[config.mk]
export PLATFORM = sky130hd
export DESIGN_NAME = csi2_rx_global_operation
export DESIGN_NICKNAME = d
export VERILOG_FILES = /design/src/rtl/csi2_rx_pkg.sv /design/src/rtl/csi2_rx_lp_filter.sv /design/src/rtl/csi2_rx_global_operation.sv
export SDC_FILE = /design/constraint.sdc
export NUM_CORES = 1
export LEC_CHECK = 0
export BUFFER_PORTS_ARGS = -buffer_cell sky130_fd_sc_hd__buf_4
export CORE_MARGIN = 8
export CORE_UTILIZATION = 53
export DETAILED_ROUTE_END_ITERATION = 7
export PLACE_DENSITY_LB_ADDON = 0.2
export REMOVE_ABC_BUFFERS = 1
export SYNTH_ARGS = -nofsm -noshare
export SYNTH_HDL_FRONTEND = slang
export SYNTH_SLANG_ARGS = --single-unit
[constraint.sdc]
create_clock -name core_clk -period 4.4 [get_ports core_clk]
set_input_delay 0.44 -clock core_clk [delete_from_list [all_inputs] [get_ports core_clk]]
set_output_delay 0.44 -clock core_clk [all_outputs]
set_load 0.02 [all_outputs]
[src/rtl/csi2_rx_pkg.sv]
// rtl/csi2_rx_pkg.sv - shared LP encodings, FSM states and timing defaults for the CSI-2 RX front end
package csi2_rx_pkg;

    localparam logic [1:0] LP11 = 2'b11;
    localparam logic [1:0] LP01 = 2'b01;
    localparam logic [1:0] LP00 = 2'b00;
    localparam logic [1:0] LP10 = 2'b10;

    localparam logic [7:0] SYNC_BYTE = 8'hB8;

    localparam int DEF_DATA_WIDTH       = 8;
    localparam int DEF_NUM_LANES        = 4;
    localparam int DEF_LP_FILTER_CYC    = 2;
    localparam int DEF_TSETTLE_CYC      = 6;
    localparam int DEF_SYNC_TIMEOUT_CYC = 16;

    typedef enum logic [2:0] {
        IDLE,
        HS_RQST,
        HS_PREP,
        SYNC,
        HS_DATA,
        WAIT_LP11
    } rx_state_e;

    // Counter width for a terminal count of n: clog2(n), never narrower than 1 bit.
    function automatic int cnt_w(input int n);
        return (n > 1) ? $clog2(n) : 1;
    endfunction

endpackage

[src/rtl/csi2_rx_lp_filter.sv]
// rtl/csi2_rx_lp_filter.sv - LP line stability filter; a {p,n} level is accepted only after
// FILTER_CYC identical consecutive samples, otherwise the previous accepted state is held.
module csi2_rx_lp_filter
    import csi2_rx_pkg::*;
#(
    parameter int FILTER_CYC = DEF_LP_FILTER_CYC
) (
    input  logic       clk_i,
    input  logic       rst_i,
    input  logic [1:0] lp_raw_i,
    output logic [1:0] lp_st_o
);

    localparam int CW = cnt_w(FILTER_CYC);
    localparam logic [CW-1:0] STABLE = CW'(FILTER_CYC - 1);

    logic [1:0]    cand_q, cand_d;
    logic [1:0]    st_q, st_d;
    logic [CW-1:0] cnt_q, cnt_d;

    // cnt counts repeats of the candidate beyond its first sample, saturating at STABLE.
    always_comb begin
        cand_d = lp_raw_i;
        cnt_d  = '0;
        st_d   = st_q;
        if (lp_raw_i == cand_q) begin
            cnt_d = (cnt_q == STABLE) ? cnt_q : cnt_q + CW'(1);
        end
        if (cnt_d == STABLE) begin
            st_d = lp_raw_i;
        end
    end

    always_ff @(posedge clk_i) begin
        if (rst_i) begin
            cand_q <= LP11;
            cnt_q  <= '0;
            st_q   <= LP11;
        end else begin
            cand_q <= cand_d;
            cnt_q  <= cnt_d;
            st_q   <= st_d;
        end
    end

    assign lp_st_o = st_q;

endmodule

[src/rtl/csi2_rx_global_operation.sv]
// rtl/csi2_rx_global_operation.sv - CSI-2 RX global operation: LP request detection, HS settle,
// leader-byte sync search and packing of aligned HS bytes into a 4-lane packet word.
module csi2_rx_global_operation
    import csi2_rx_pkg::*;
#(
    parameter int DATA_WIDTH       = DEF_DATA_WIDTH,
    parameter int NUM_LANES        = DEF_NUM_LANES,
    parameter int LP_FILTER_CYC    = DEF_LP_FILTER_CYC,
    parameter int TSETTLE_CYC      = DEF_TSETTLE_CYC,
    parameter int SYNC_TIMEOUT_CYC = DEF_SYNC_TIMEOUT_CYC
) (
    input  logic                            core_clk,
    input  logic                            reset,
    input  logic                            lp_data_p_i,
    input  logic                            lp_data_n_i,
    input  logic [NUM_LANES*DATA_WIDTH-1:0] hs_data_i,
    output logic                            hs_term_en_o,
    output logic                            dphy_pkten_o,
    output logic [4*DATA_WIDTH-1:0]         dphy_pkt_o,
    output logic                            sot_err_o,
    output logic                            burst_end_o
);

    localparam int SW = cnt_w(TSETTLE_CYC);
    localparam int TW = cnt_w(SYNC_TIMEOUT_CYC);
    localparam logic [SW-1:0] SETTLE_LAST = SW'(TSETTLE_CYC - 1);
    localparam logic [TW-1:0] TMO_LAST    = TW'(SYNC_TIMEOUT_CYC - 1);

    logic [1:0]              lp_st;
    rx_state_e               state_q, state_d;
    logic [SW-1:0]           settle_q, settle_d;
    logic [TW-1:0]           tmo_q, tmo_d;
    logic                    all_sync, any_sync;
    logic                    err_evt, end_evt, capture;
    logic [4*DATA_WIDTH-1:0] pkt_q, pkt_d;
    logic                    pkten_q, pkten_d;
    logic                    err_q, err_d;
    logic                    bend_q, bend_d;

    csi2_rx_lp_filter #(
        .FILTER_CYC (LP_FILTER_CYC)
    ) u_lp_filter (
        .clk_i    (core_clk),
        .rst_i    (reset),
        .lp_raw_i ({lp_data_p_i, lp_data_n_i}),
        .lp_st_o  (lp_st)
    );

    always_comb begin
        all_sync = 1'b1;
        any_sync = 1'b0;
        for (int l = 0; l < NUM_LANES; l++) begin
            if (hs_data_i[l*DATA_WIDTH +: DATA_WIDTH] == SYNC_BYTE) begin
                any_sync = 1'b1;
            end else begin
                all_sync = 1'b0;
            end
        end
    end

    always_ff @(posedge core_clk) begin
        if (reset) begin
            state_q  <= IDLE;
            settle_q <= '0;
            tmo_q    <= '0;
        end else begin
            state_q  <= state_d;
            settle_q <= settle_d;
            tmo_q    <= tmo_d;
        end
    end

    always_comb begin
        state_d  = state_q;
        settle_d = settle_q;
        tmo_d    = tmo_q;
        err_evt  = 1'b0;
        end_evt  = 1'b0;
        capture  = 1'b0;
        case (state_q)
            IDLE: begin
                if (lp_st == LP01) state_d = HS_RQST;
            end
            HS_RQST: begin
                if (lp_st == LP00) begin
                    state_d  = HS_PREP;
                    settle_d = '0;
                end else if (lp_st == LP11) begin
                    state_d = IDLE;
                end else if (lp_st == LP10) begin
                    state_d = WAIT_LP11;
                    err_evt = 1'b1;
                end
            end
            HS_PREP: begin
                if (lp_st == LP11) begin
                    state_d = IDLE;
                    err_evt = 1'b1;
                end else if (settle_q == SETTLE_LAST) begin
                    state_d = SYNC;
                    tmo_d   = '0;
                end else begin
                    settle_d = settle_q + SW'(1);
                end
            end
            SYNC: begin
                // A full match beats the timeout; a partial match means lane skew, which is fatal.
                if (lp_st == LP11) begin
                    state_d = IDLE;
                    err_evt = 1'b1;
                end else if (all_sync) begin
                    state_d = HS_DATA;
                end else if (any_sync || (tmo_q == TMO_LAST)) begin
                    state_d = WAIT_LP11;
                    err_evt = 1'b1;
                end else begin
                    tmo_d = tmo_q + TW'(1);
                end
            end
            HS_DATA: begin
                if (lp_st == LP11) begin
                    state_d = IDLE;
                    end_evt = 1'b1;
                end else begin
                    capture = 1'b1;
                end
            end
            WAIT_LP11: begin
                if (lp_st == LP11) state_d = IDLE;
            end
            default: state_d = IDLE;
        endcase
    end

    always_comb begin
        hs_term_en_o = (state_q == HS_PREP) || (state_q == SYNC) || (state_q == HS_DATA);
        pkten_d      = capture;
        err_d        = err_evt;
        bend_d       = end_evt;
        pkt_d        = pkt_q;
        if (capture) begin
            for (int l = 0; l < NUM_LANES; l++) begin
                pkt_d[l*DATA_WIDTH +: DATA_WIDTH] = hs_data_i[l*DATA_WIDTH +: DATA_WIDTH];
            end
        end
    end

    // The packet word is not cleared between bursts; lanes above NUM_LANES stay at their reset 0.
    always_ff @(posedge core_clk) begin
        if (reset) begin
            pkt_q   <= '0;
            pkten_q <= 1'b0;
            err_q   <= 1'b0;
            bend_q  <= 1'b0;
        end else begin
            pkt_q   <= pkt_d;
            pkten_q <= pkten_d;
            err_q   <= err_d;
            bend_q  <= bend_d;
        end
    end

    assign dphy_pkten_o = pkten_q;
    assign dphy_pkt_o   = pkt_q;
    assign sot_err_o    = err_q;
    assign burst_end_o  = bend_q;

endmodule

==> flow_summary.json <==
{
  "tritoncts_clock_tree": "done",
  "drtAntennaViolNets": 0,
  "worst_clk_skew_ns": 0.00675,
  "tritoncts_num_sinks": 49,
  "seq_area_frac_synth": 0.434,
  "critPathRequiredTime_ns": 4.58,
  "wl_um": 5690,
  "cts_resized": 0,
  "yosys.cell_count.top_type": "sky130_fd_sc_hd__nand2_1",
  "hp-start": "lp_data_n_i",
  "dieArea_um2": 6610,
  "placementRows": 23,
  "run_status": "complete, no violations",
  "diodes": 0,
  "r2r-start": "u_lp_filter.lp_st_o[0]$_SDFFE_PP1N_",
  "power_per_cell_area_nw_per_um2": 297,
  "achievable-frequency_mhz": 421,
  "dp.final_hpwl_um": 4200,
  "grt_pass1_wl_um": 8910,
  "tightestPinTransition_ns": 1.22,
  "report.final.setup_viol": 0,
  "buffer_ports.inserted": 71,
  "globalRouteTotalUtil": 0.170,
  "start_to_end_type_of_the_worst_setup_path": "reg -> reg",
  "reg2reg_slack_ns": 2.03,
  "synth.top_cells.by_count": "sky130_fd_sc_hd__nand2_1 (70), sky130_fd_sc_hd__dfxtp_1 (49), sky130_fd_sc_hd__a21oi_1 (42), sky130_fd_sc_hd__nor2_1 (12)",
  "io-pin-count": 72,
  "netlist_top_cells_area": "sky130_fd_sc_hd__dfxtp_1 (43%), sky130_fd_sc_hd__nand2_1 (12%), sky130_fd_sc_hd__a21oi_1 (9.3%), sky130_fd_sc_hd__ha_1 (3.9%), sky130_fd_sc_hd__o21ai_0 (2.0%)",
  "syn_avg_cell_area_um2": 8.23,
  "cp.arrival_ns": 2.55,
  "worst_setup_slack_final_ns": 2.03,
  "route.vias.total": 2105,
  "worst_r2r_endpoint": "dphy_pkt_o[1]$_SDFFE_PP0P_",
  "ctsRootBufferMaster": "sky130_fd_sc_hd__clkbuf_8",
  "hold_buffers": 0,
  "core_area_um2": 4060,
  "insertion_delay_ns": 0.30,
  "first_global_vias": 1881,
  "power.leakage_nw": 1.16,
  "timing.max_cap.violations": 0,
  "totalNegativeSetupSlack_ns": 0,
  "hold_path_end": "u_lp_filter.cand_q[0]$_SDFF_PP1_",
  "preCtsSetupSlack_ns": 1.99,
  "grt_antenna_before_repair": 0,
  "grt_setup_unrepaired": "false",
  "1st_iter_drt_viols": 192,
  "hold_viol": 0,
  "end_kind": "flip-flop",
  "detail_route.first_pass.iterations": 4,
  "min_path_type": "in -> reg",
  "floorplan.initialDensity": 0.558,
  "cts_inserted_buffers": 5,
  "worstRegToRegCells": 5,
  "vias_per_cell": 5.40,
  "globalplace.congestion": 0.840,
  "yosysWarnings": 0,
  "synth_seq_cells": 49,
  "slew_viol_final": 0,
  "syn_area_um2": 2260,
  "fin_nets": 382,
  "flow.area_growth_from_synthesis_pct": 29.4,
  "post_synth_arst_share": 0,
  "worst-path-max-fanout": 33,
  "fin_util": 0.721,
  "synth_enable_flop_cells": 0,
  "wl_per_cell_um": 14.6,
  "gr-total-overflow": 0,
  "startpoint_type_of_the_worst_setup_path": "flip-flop",
  "post_synthesis_cell_type_with_the_largest_combined_area": "sky130_fd_sc_hd__dfxtp_1",
  "irDropWorstVdd_mv": 0.192,
  "number_of_post_cts_setup_repair_buffers": 0,
  "layout-drive-gt1-share": 0.285,
  "clock_path_buffers": 2,
  "pin_count_of_the_biggest_net_entering_global_routing": 47,
  "ys_dominant_reg_cell": "sky130_fd_sc_hd__dfxtp_1",
  "synth_top_area_frac": 0.434,
  "drc": 0,
  "clock_tree.htree_level_count": 2,
  "synthCells": 275,
  "fin_crit_sh": 0.539,
  "die_w_um": 81.3,
  "path_clk_slew_ns": 0.09,
  "hold-path-cell-count": 2,
  "final.min_clock_period_ns": 2.37,
  "max-slew-margin-rel": 0.183,
  "fp.dieH_um": 81.3,
  "synth.distinct_cells": 47
}
==> per-stage QoR <==
stage / instances / instance area, um^2 / power [W] / hold WS [ns]
after global placement: 382 / 2810 / 0.000543 / 0.443
final: 390 / 2930 / 0.000870 / 0.347
after global routing: 390 / 2930 / 0.000906 / 0.345
after CTS: 390 / 2930 / 0.000876 / 0.341
after detailed placement: 382 / 2810 / 0.000544 / 0.447
after floorplan: 261 / 2200 / 0.000497 / 0.468
==> report_power, final <==
group / leakage [nW] / internal [W] / total, W / switching [W]
Combinational: 0.710 / 0.0000367 / 0.0000775 / 0.0000407
Clock: 0.0574 / 0.000185 / 0.000336 / 0.000151
Sequential: 0.396 / 0.000447 / 0.000457 / 0.00000911
Total: 1.16 / 0.000669 / 0.000870 / 0.000201
==> kinds of logic after synthesis <==
kind of cell             after synthesis  share of synthesized area
XOR/XNOR                               2                    0.00774
buffers and inverters                 23                     0.0404
adder cells (fa/ha/maj)                7                     0.0387
flip-flops                            49                      0.434
AO/OA/AOI/OAI                         66                      0.185
AND/OR/NAND/NOR                      128                      0.294
==> final cells by class <==
cell class / count / area, um^2
clock buffer: 6 / 82.6
clock inverter: 2 / 37.5
fill: 312 / 1130
inverter: 9 / 33.8
multi-input combinational: 203 / 1200
sequential: 49 / 981
tap: 50 / 62.6
timing repair buffer: 71 / 533
==> sequential cells by signal, indices dropped and copies added (netlist names), 2 cells and up <==
register	cells
u_lp_filter.cand_q	2
dphy_pkt_o	32
state_q	3
settle_q	3
tmo_q	4
u_lp_filter.lp_st_o	2
==> metal layers <==
metal / part of all wire / vias to the layer above / wire length (um) / GRT usage
met5: 0 / - / 0 / 0
met4: 0.013 / 0 / 72 / 0.0554
met3: 0.079 / 6 / 449 / 0.0552
met2: 0.49 / 62 / 2760 / 0.283
met1: 0.42 / 959 / 2400 / 0.203
li1: - / 1078 / - / -
==> cells in the final DEF, fill, tap and decap left out, types with 2 or more instances in the layout <==
master	n
sky130_fd_sc_hd__a2111oi_2	2
sky130_fd_sc_hd__a21oi_1	42
sky130_fd_sc_hd__a31oi_1	2
sky130_fd_sc_hd__and3_1	2
sky130_fd_sc_hd__buf_4	71
sky130_fd_sc_hd__clkbuf_8	6
sky130_fd_sc_hd__dfxtp_1	49
sky130_fd_sc_hd__ha_1	7
sky130_fd_sc_hd__inv_1	7
sky130_fd_sc_hd__inv_2	2
sky130_fd_sc_hd__nand2_1	70
sky130_fd_sc_hd__nand2b_1	3
sky130_fd_sc_hd__nand3_1	4
sky130_fd_sc_hd__nand3b_1	2
sky130_fd_sc_hd__nand4_1	3
sky130_fd_sc_hd__nor2_1	12
sky130_fd_sc_hd__nor2b_1	5
sky130_fd_sc_hd__nor3_1	5
sky130_fd_sc_hd__nor4b_1	3
sky130_fd_sc_hd__o21ai_0	9
sky130_fd_sc_hd__o21ai_1	2
sky130_fd_sc_hd__or2_2	3
sky130_fd_sc_hd__or3_1	2
sky130_fd_sc_hd__or4_1	2
sky130_fd_sc_hd__xor2_1	2
==> worst max-delay path by stage <==
stage	start	to	slack, ns
floorplan	u_lp_filter.lp_st_o[0]$_SDFFE_PP1N_	dphy_pkt_o[0]$_SDFFE_PP0P_	2.48
global placement	u_lp_filter.lp_st_o[0]$_SDFFE_PP1N_	dphy_pkt_o[1]$_SDFFE_PP0P_	2.11
detailed placement	u_lp_filter.lp_st_o[0]$_SDFFE_PP1N_	dphy_pkt_o[1]$_SDFFE_PP0P_	1.99
CTS	u_lp_filter.lp_st_o[0]$_SDFFE_PP1N_	dphy_pkt_o[1]$_SDFFE_PP0P_	1.99
global route	u_lp_filter.lp_st_o[0]$_SDFFE_PP1N_	dphy_pkt_o[10]$_SDFFE_PP0P_	1.81
finish	u_lp_filter.lp_st_o[0]$_SDFFE_PP1N_	dphy_pkt_o[1]$_SDFFE_PP0P_	2.03
==> critical path, cell delays in order, from the launching register on <==
cell	delay, ns
sky130_fd_sc_hd__dfxtp_1	0.33
sky130_fd_sc_hd__ha_1	0.35
sky130_fd_sc_hd__nor2_1	0.23
sky130_fd_sc_hd__nand3_1	0.87
sky130_fd_sc_hd__nand2_1	0.34
sky130_fd_sc_hd__a21oi_1	0.10
Power figures use the tool's default switching activity.
